`src/rtl/tag_stream_arbiter.sv`:
```
// -----------------------------------------------------------------------------
// tag_stream_arbiter
//
// Round-robin merge of NUM_SOURCES upstream time-tag word streams onto one
// downstream tag stream. A granted source keeps the grant for up to MAX_BURST
// words. The grant ends early when the source drops valid or is disabled.
// Each new grant costs one IDLE arbitration cycle. Words pass through
// unmodified into a registered output stage. The output stage also carries a
// merged, monotonic lowest-time bound.
//
// Optional feature macro: TAG_STREAM_ARBITER_STATS_EN
//   defined   -> per-source saturating 32-bit accepted-word counters
//   undefined -> stat_words tied to zero, no counter logic
//
// Ports:
//   clk                  stream clock
//   rst_n                asynchronous active-low reset
//   src_enable           per-source arbitration enable
//   s_tvalid / s_tready  upstream handshake, one bit per source
//   s_tkeep              upstream slot-valid masks (WORD_WIDTH per source)
//   s_tagtime            upstream tag times (WORD_WIDTH*TIME_WIDTH per source)
//   s_channel            upstream channels (WORD_WIDTH*CHANNEL_WIDTH per source)
//   s_lowest_time_bound  per-source time bound
//   m_tvalid / m_tready  downstream handshake
//   m_tkeep, m_tagtime, m_channel  downstream word
//   m_lowest_time_bound  merged bound (min over enabled sources, never drops)
//   m_source             source index of the word in the output stage
//   stat_words           per-source accepted-word counters (32 bits each)
// -----------------------------------------------------------------------------
module tag_stream_arbiter #(
    parameter int NUM_SOURCES   = 4,
    parameter int WORD_WIDTH    = 4,
    parameter int TIME_WIDTH    = 64,
    parameter int CHANNEL_WIDTH = 6,
    parameter int MAX_BURST     = 8
) (
    input  logic                                        clk,
    input  logic                                        rst_n,
    input  logic [NUM_SOURCES-1:0]                      src_enable,
    input  logic [NUM_SOURCES-1:0]                      s_tvalid,
    output logic [NUM_SOURCES-1:0]                      s_tready,
    input  logic [NUM_SOURCES*WORD_WIDTH-1:0]           s_tkeep,
    input  logic [NUM_SOURCES*WORD_WIDTH*TIME_WIDTH-1:0] s_tagtime,
    input  logic [NUM_SOURCES*WORD_WIDTH*CHANNEL_WIDTH-1:0] s_channel,
    input  logic [NUM_SOURCES*TIME_WIDTH-1:0]           s_lowest_time_bound,
    output logic                                        m_tvalid,
    input  logic                                        m_tready,
    output logic [WORD_WIDTH-1:0]                       m_tkeep,
    output logic [WORD_WIDTH*TIME_WIDTH-1:0]            m_tagtime,
    output logic [WORD_WIDTH*CHANNEL_WIDTH-1:0]         m_channel,
    output logic [TIME_WIDTH-1:0]                       m_lowest_time_bound,
    output logic [$clog2(NUM_SOURCES)-1:0]              m_source,
    output logic [NUM_SOURCES*32-1:0]                   stat_words
);

    localparam int IDX_W    = $clog2(NUM_SOURCES);
    localparam int TSLICE_W = WORD_WIDTH * TIME_WIDTH;
    localparam int CSLICE_W = WORD_WIDTH * CHANNEL_WIDTH;

    typedef enum logic [0:0] {
        ST_IDLE  = 1'b0,
        ST_GRANT = 1'b1
    } state_t;

    state_t             state_r, state_s;
    logic [IDX_W-1:0]   grant_idx_r, grant_idx_s;
    logic [IDX_W-1:0]   last_idx_r, last_idx_s;
    logic [7:0]         burst_cnt_r, burst_cnt_s;

    logic               found_s;
    logic [IDX_W-1:0]   pick_s;
    logic [IDX_W:0]     cand_sum_s;
    logic [IDX_W-1:0]   cand_s;

    logic               g_valid_s;
    logic               g_en_s;
    logic               out_free_s;
    logic               xfer_s;
    logic               burst_last_s;

    logic [WORD_WIDTH-1:0] sel_keep_s;
    logic [TSLICE_W-1:0]   sel_time_s;
    logic [CSLICE_W-1:0]   sel_chan_s;

    logic                  any_en_s;
    logic [TIME_WIDTH-1:0] min_bound_s;

    // Granted-source view and handshake qualifiers.
    assign g_valid_s    = s_tvalid[grant_idx_r];
    assign g_en_s       = src_enable[grant_idx_r];
    assign out_free_s   = m_tready || !m_tvalid;
    assign xfer_s       = (state_r == ST_GRANT) && g_valid_s && g_en_s && out_free_s;
    assign burst_last_s = (burst_cnt_r == 8'(MAX_BURST - 1));

    assign sel_keep_s = s_tkeep[grant_idx_r*WORD_WIDTH +: WORD_WIDTH];
    assign sel_time_s = s_tagtime[grant_idx_r*TSLICE_W +: TSLICE_W];
    assign sel_chan_s = s_channel[grant_idx_r*CSLICE_W +: CSLICE_W];

    // Round-robin scan: first valid+enabled source after last_idx, wrapping.
    always_comb begin
        found_s    = 1'b0;
        pick_s     = '0;
        cand_sum_s = '0;
        cand_s     = '0;
        for (int k = 1; k <= NUM_SOURCES; k++) begin
            cand_sum_s = {1'b0, last_idx_r} + (IDX_W+1)'(k);
            if (cand_sum_s >= (IDX_W+1)'(NUM_SOURCES)) begin
                cand_sum_s = cand_sum_s - (IDX_W+1)'(NUM_SOURCES);
            end else begin
                cand_sum_s = cand_sum_s;
            end
            cand_s = cand_sum_s[IDX_W-1:0];
            if (!found_s && s_tvalid[cand_s] && src_enable[cand_s]) begin
                found_s = 1'b1;
                pick_s  = cand_s;
            end else begin
                found_s = found_s;
                pick_s  = pick_s;
            end
        end
    end

    // Upstream ready: only the granted source, and only when the output stage can take a word.
    always_comb begin
        s_tready = '0;
        if (state_r == ST_GRANT) begin
            s_tready[grant_idx_r] = g_en_s && out_free_s;
        end else begin
            s_tready = '0;
        end
    end

    // Next-state logic for the grant FSM and its bookkeeping registers.
    always_comb begin
        state_s     = state_r;
        grant_idx_s = grant_idx_r;
        last_idx_s  = last_idx_r;
        burst_cnt_s = burst_cnt_r;
        case (state_r)
            ST_IDLE: begin
                if (found_s) begin
                    state_s     = ST_GRANT;
                    grant_idx_s = pick_s;
                    burst_cnt_s = 8'd0;
                end else begin
                    state_s = ST_IDLE;
                end
            end
            ST_GRANT: begin
                if (xfer_s) begin
                    burst_cnt_s = burst_cnt_r + 8'd1;
                end else begin
                    burst_cnt_s = burst_cnt_r;
                end
                // A stalled-but-valid source keeps its grant; a drop of valid
                // or enable ends the burst.
                if ((xfer_s && burst_last_s) || !g_valid_s || !g_en_s) begin
                    state_s    = ST_IDLE;
                    last_idx_s = grant_idx_r;
                end else begin
                    state_s = ST_GRANT;
                end
            end
            default: begin
                state_s = ST_IDLE;
            end
        endcase
    end

    // FSM state and arbitration registers.
    always_ff @(posedge clk or negedge rst_n) begin
        if (!rst_n) begin
            state_r     <= ST_IDLE;
            grant_idx_r <= '0;
            last_idx_r  <= IDX_W'(NUM_SOURCES - 1);
            burst_cnt_r <= 8'd0;
        end else begin
            state_r     <= state_s;
            grant_idx_r <= grant_idx_s;
            last_idx_r  <= last_idx_s;
            burst_cnt_r <= burst_cnt_s;
        end
    end

    // Output stage: load on transfer, retire on downstream handshake, hold while stalled.
    always_ff @(posedge clk or negedge rst_n) begin
        if (!rst_n) begin
            m_tvalid  <= 1'b0;
            m_tkeep   <= '0;
            m_tagtime <= '0;
            m_channel <= '0;
            m_source  <= '0;
        end else if (xfer_s) begin
            m_tvalid  <= 1'b1;
            m_tkeep   <= sel_keep_s;
            m_tagtime <= sel_time_s;
            m_channel <= sel_chan_s;
            m_source  <= grant_idx_r;
        end else if (out_free_s) begin
            m_tvalid  <= 1'b0;
        end else begin
            m_tvalid  <= m_tvalid;
        end
    end

    // Unsigned minimum of the bounds of all enabled sources.
    always_comb begin
        any_en_s    = |src_enable;
        min_bound_s = '1;
        for (int i = 0; i < NUM_SOURCES; i++) begin
            if (src_enable[i] && (s_lowest_time_bound[i*TIME_WIDTH +: TIME_WIDTH] < min_bound_s)) begin
                min_bound_s = s_lowest_time_bound[i*TIME_WIDTH +: TIME_WIDTH];
            end else begin
                min_bound_s = min_bound_s;
            end
        end
    end

    // Merged bound register: follows the minimum but never moves backwards.
    always_ff @(posedge clk or negedge rst_n) begin
        if (!rst_n) begin
            m_lowest_time_bound <= '0;
        end else if (any_en_s && (min_bound_s >= m_lowest_time_bound)) begin
            m_lowest_time_bound <= min_bound_s;
        end else begin
            m_lowest_time_bound <= m_lowest_time_bound;
        end
    end

`ifdef TAG_STREAM_ARBITER_STATS_EN
    logic [31:0] stat_cnt_r [NUM_SOURCES];

    // Per-source saturating count of accepted upstream words.
    always_ff @(posedge clk or negedge rst_n) begin
        if (!rst_n) begin
            for (int i = 0; i < NUM_SOURCES; i++) begin
                stat_cnt_r[i] <= 32'd0;
            end
        end else begin
            for (int i = 0; i < NUM_SOURCES; i++) begin
                if (xfer_s && (grant_idx_r == IDX_W'(i)) && (stat_cnt_r[i] != 32'hFFFF_FFFF)) begin
                    stat_cnt_r[i] <= stat_cnt_r[i] + 32'd1;
                end else begin
                    stat_cnt_r[i] <= stat_cnt_r[i];
                end
            end
        end
    end

    for (genvar g = 0; g < NUM_SOURCES; g++) begin : g_stat
        assign stat_words[g*32 +: 32] = stat_cnt_r[g];
    end
`else
    assign stat_words = '0;
`endif

endmodule
```
`config.mk`:
```
export PLATFORM = sky130hd
export DESIGN_NAME = tag_stream_arbiter
export DESIGN_NICKNAME = d
export VERILOG_FILES = /design/src/rtl/tag_stream_arbiter.sv
export SDC_FILE = /design/constraint.sdc
export NUM_CORES = 1
export LEC_CHECK = 0
export BUFFER_PORTS_ARGS = -buffer_cell sky130_fd_sc_hd__buf_2
export CORE_AREA = 2 2 731 733
export DETAILED_ROUTE_END_ITERATION = 7
export DIE_AREA = 0 0 733 735
export PLACE_DENSITY = 0.3
export SLEW_MARGIN = 0
export SYNTH_ARGS = -nofsm -noshare
export SYNTH_HDL_FRONTEND = slang
export SYNTH_SLANG_ARGS = --single-unit
export TNS_END_PERCENT = 20
```
`constraint.sdc`:
```
create_clock -name clk -period 3.4 [get_ports clk]
set_input_delay 0.17 -clock clk [delete_from_list [all_inputs] [get_ports clk]]
set_output_delay 0.17 -clock clk [all_outputs]
set_load 0.03 [all_outputs]
```
# Word level (Yosys, flattened, before mapping)

Index checks and enable logic that the tools add are counted.

Add/subtract/negate cells: 9
$mul: 1
Order comparisons: 15
Eq/ne operators: 3
Shift operators: 3
Muxes and demuxes: 47
Bitwise gates (word level): 2
Reductions and logical operators: 32

Operators with widths:

| operator               | count |
|---|---|
| $shiftx A1024 B11 Y256 | 1 |
| $mux W64               | 4 |
| $lt A64 B64 Y1         | 3 |
| $shiftx A96 B8 Y24     | 1 |
| $ge A64 B64 Y1         | 1 |
| $lt A64 B64 Y1 const B | 1 |
| $bmux W1 S2            | 10 |
| $mux W1                | 19 |
| $logic_and A1 B1 Y1    | 18 |
| $mux W2                | 8 |
| $mux W8                | 2 |
| $pmux W8 S2            | 1 |
| $shiftx A16 B5 Y4      | 1 |
| $lt A2 B3 Y1 const B   | 5 |
| $ge A3 B3 Y1 const B   | 4 |
| $add A8 B1 Y8 const B  | 1 |
| $eq A8 B3 Y1 const B   | 1 |
| $sub A2 B1 Y2 const B  | 4 |
| $add A2 B2 Y3 const B  | 2 |
| $logic_not A1 Y1       | 6 |
| $reduce_and A2 Y1      | 3 |
| $and A4 B4 Y4          | 1 |
| $mul A2 B2 Y4 const B  | 1 |
| $mux W4                | 1 |
| other kinds (11)       | 13 |

Register bits: 364

# Logic depth before layout (Yosys ltp)

Word-level depth: 21
Gate-level depth with buffers: 59
Mapped depth without buffers: 51

# Worst setup path after synthesis

Ideal clock, no wire load.

Path type: input -> register
Start: input s_lowest_time_bound[1]
End: register m_lowest_time_bound[54]
Library setup time: 125 ps
Arrival time: 11976 ps
Setup slack: -8701 ps
Stages: 59
Cells stage by stage: nand4_1 > nor4_1 > nand4_1 > nand2_1 > clkbuf_1 > nor2_1 > ha_1 > nand3_1 > or3_1 > or4_1 > nor3_1 > a211oi_1 > nand2b_1 > buf_4 > clkbuf_1 > clkbuf_1 > nand2_1 > o21ai_0 > (+23 left out) > o21ai_0 > a31oi_4 > buf_4 > mux2_2 > ha_1 > a21o_1 > a21o_1 > a21o_1 > a21oi_1 > nor2b_1 > o21ai_0 > nand2b_1 > a221oi_1 > a211oi_1 > o311a_1 > o21ai_1 > clkbuf_1 > mux2_2

Word-level cells in the longest chain between the ends: 14

Ends and longest elaborated chain:

| element                   | line | text |
|---|---|---|
| start: declaration        | 45   | `input logic [NUM_SOURCES*TIME_WIDTH-1:0] s_lowest_time_bound,` |
| $lt A64 B64 Y1            | 211  | `if (src_enable[i] && (s_lowest_time_bound[i*TIME_WIDTH +: TIME_WIDTH] < min_bound_s)) begin` |
| $logic_and A1 B1 Y1       | 211  |  |
| $mux W64 *                | 211  |  |
| $lt A64 B64 Y1            | 211  |  |
| $logic_and A1 B1 Y1       | 211  |  |
| $mux W64 *                | 211  |  |
| $lt A64 B64 Y1            | 211  |  |
| $logic_and A1 B1 Y1       | 211  |  |
| $mux W64 *                | 211  |  |
| $lt A64 B64 Y1            | 211  |  |
| $logic_and A1 B1 Y1       | 211  |  |
| $mux W64 *                | 211  |  |
| named net min_bound_s[25] | 86   | `logic [TIME_WIDTH-1:0] min_bound_s;` |
| $ge A64 B64 Y1 *          | 223  | `end else if (any_en_s && (min_bound_s >= m_lowest_time_bound)) begin` |
| $logic_and A1 B1 Y1 *     | 223  |  |
| end signal: assignment    | 224  | `m_lowest_time_bound <= min_bound_s;` |
| end signal: assignment    | 226  | `m_lowest_time_bound <= m_lowest_time_bound;` |
| end: declaration          | 51   | `output logic [TIME_WIDTH-1:0] m_lowest_time_bound,` |

Mark *: on every way through the listed nets, which the timed path passes. The rest lies on a longest branch.
A chain may end at the register's enable or synchronous reset.

# Final worst setup path

Start: input s_lowest_time_bound[21]
End: register m_lowest_time_bound[25]

The elaborated chain is that of the path after synthesis.

==> reports/summary.txt <==
Global Route Usage Sum: 13.4%
Total CTS buffers: 60
Leakage: 27.4 nW
Class of the most critical setup path: in2reg
Hold_sp: s_lowest_time_bound[216]
Port Buf Inserts: 1757
Most frequent CP cell: buf_12
FF+latch count, synth: 364
Grt ovf: 0
Status: finished, violations left
Synthesis Warnings: 0
Pre-CTS WS: -12240 ps
# fillers: 61459
Clock Sinks: 364
Fin util: 11.7%
Mapped Area: 30100 µm²
Synth cell count leaders: 411 x mux2_2, 362 x dfrtp_1, 286 x mux4_2
Fmax: 78.9 MHz
Vias: 36538
Critical Path RT: 4030 ps
CP peak stage delay: 590 ps
I/O Pins: 1886
Setup Viol. Count Final: 64
Vias in the first global route: 35650
Share of layout cells above drive strength 1: 60.2%
RSZ-0062 raised after global routing: yes
Crit Path Max Fanout: 8
Root Buffer: clkbuf_16
Cell row count: 268
Placeable core area: 531000 µm²
CP max stage cell: nand4_1
Initial Utilization: 5.66%
WHS: -119 ps
Max-cap violation count: 0
Post-Synthesis Cells: 2536
Register area share after synthesis: 30.3%
Count leader, synth: mux2_2
Failing checks: negative hold slack, negative setup slack
Worst Hold Class: in2reg
H-tree Lvls: 2
DRC viols: 0
Synthesis-to-finish area growth: 106%
Slew margin rel.: 39.4%
Placer congestion estimate: 0.978
Synth area leaders: dfrtp_1 30%, mux4_2 21%, mux2_2 15%
Initial antenna violation count: 491
HPWL after detailed placement: 343 mm
Die span in y: 735 µm
Startpoint types: primary input
Die Area: 539000 µm²
Slew Viols, Final: 0
DR WL/cell: 30.2 µm
First-pass GRT wire length: 455 mm
CTS tree: built
Actual slew at the worst max-slew pin: 908 ps
Fin nets: 7098
Synthesized area per cell: 11.9 µm²
TritonRoute pass-1 iters: 5
Die W: 733 µm
Arr. time, crit path: 13290 ps
Distinct cells, synth: 62
Design area: 62000 µm²
DP Area: 51500 µm²
Max Root-Sink Buffers: 3
Critical Path Source: s_lowest_time_bound[21]
Synth Flop Type: dfrtp_1
Worst IR drop on VDD: 0.000492 V
Worst skew pair latency: 780 ps
Final ANT Viol Nets: 0
Post-synth EDFFs: 0
Minimum clock period: 12670 ps
Post-synth ARST share: 100%
Leading area contributor after synthesis: dfrtp_1
Final hold vios: 4
Top-area cell type share of the netlist area: 30.1%
Power density over the cells: 748 nW/µm²
Starting DRT DRC Count: 2765
Reg-to-Reg Start: m_lowest_time_bound[0]
Final setup margin: -9270 ps
Fin crit share: 373%
Clock transition at path regs: 60 ps
Pin count of the biggest net entering global routing: 111
Setup Skew: 53.1 ps
CP endpoint kind: flop
WL final: 381 mm
Via density per instance: 2.89
## flip-flops by register name (all words and copies together), names as in the netlist, 2 cells and up
name,flops
m_tagtime,256
m_lowest_time_bound,64
m_channel,24
burst_cnt_r,8
m_tkeep,4
grant_idx_r,2
last_idx_r,2
m_source,2
## path summary, 6_finish.rpt
check                                     endpoint  slack [ps]  cells past startpoint
min in group asynchronous                 m_tvalid          50                      2
hold / removal             m_lowest_time_bound[24]        -120                      3
setup / recovery           m_lowest_time_bound[25]       -9270                     66
max in group asynchronous            m_tagtime[71]        2260                      3
hold reg to reg                        m_source[0]         480                      2
setup reg to reg           m_lowest_time_bound[25]        -180                     16
## critical path, delay by kind of cell
| kind | cells | cell delay [ps] |
|---|---|---|
| AO/OA/AOI/OAI | 29 | 5860 |
| buffers and inverters | 20 | 2940 |
| AND/OR/NAND/NOR | 10 | 2260 |
| adder cells (fa/ha/maj) | 4 | 1070 |
| multiplexers | 3 | 850 |
## cell usage in the layout (no fill, tap or decap), types with 99 or more instances in the layout
cell type / netlist / routed
buf_4: 136 / 514
dfrtp_1: 362 / 360
nand2_1: 113 / 104
buf_2: 0 / 1752
mux4_2: 286 / 286
nor2_1: 112 / 99
conb_1: 1 / 128
dlygate4sd3_1: 0 / 623
diode_2: 0 / 110
ha_1: 250 / 226
inv_1: 198 / 197
mux2_2: 411 / 367
## routing by layer
metal / GRT usage, % / wire length, µm / up-vias
met3: 7.21 / 49200 / 851
li1: - / - / 15334
met4: 2.77 / 11500 / 240
met5: 0 / 1580 / -
met1: 15.3 / 144000 / 17831
met2: 22.0 / 175000 / 2282
## what timing repair did
action,in CTS,in global routing
cloned,1,15
hold buffers,616,7
buffers inserted,4,39
pin swaps,9,74
hold endpoints to repair,467,12
gates resized for setup,43,239
endpoints found under the setup margin,64,64
## metrics by stage
stage               total power, mW  std cells  TNS [ps]  hold slack, ps
finish                         46.4      12626   -585400            -119
global route                   49.1      12545   -618390            -198
CTS                            46.6      12461   -634170            -271
detailed placement             36.2      11727   -781170             314
global placement               36.3      11725   -886000             315
floorplan                      23.3       2663   -481120            -126
## power breakdown
group          switching, mW  internal [mW]  leakage (nW)  total (mW)
clock                   2.98           3.93          1.02        6.92
sequential              1.54           6.62          4.30        8.16
combinational           17.4           13.9          22.1        31.4
total                   21.9           24.5          27.4        46.4
## area by class of cell
class,instances,area [µm²],area share [%]
Timing Repair Buffer,2988,20700,33.3
Multi-Input combinational cell,1833,20400,32.8
Sequential cell,364,9120,14.7
Tap cell,7020,8780,14.2
Clock buffer,93,1800,2.89
Inverter,198,743,1.20
Antenna cell,110,275,0.444
Clock inverter,20,273,0.440
## cells by family after synthesis
kind of cell / synth area share (%)
flip-flops: 30.3
buffers and inverters: 7.66
adder cells (fa/ha/maj): 10.4
AND/OR/NAND/NOR: 6.15
multiplexers: 39.1
XOR/XNOR: 0.204
other: 0.0125
AO/OA/AOI/OAI: 6.13
(Power assumes the default switching activity.)
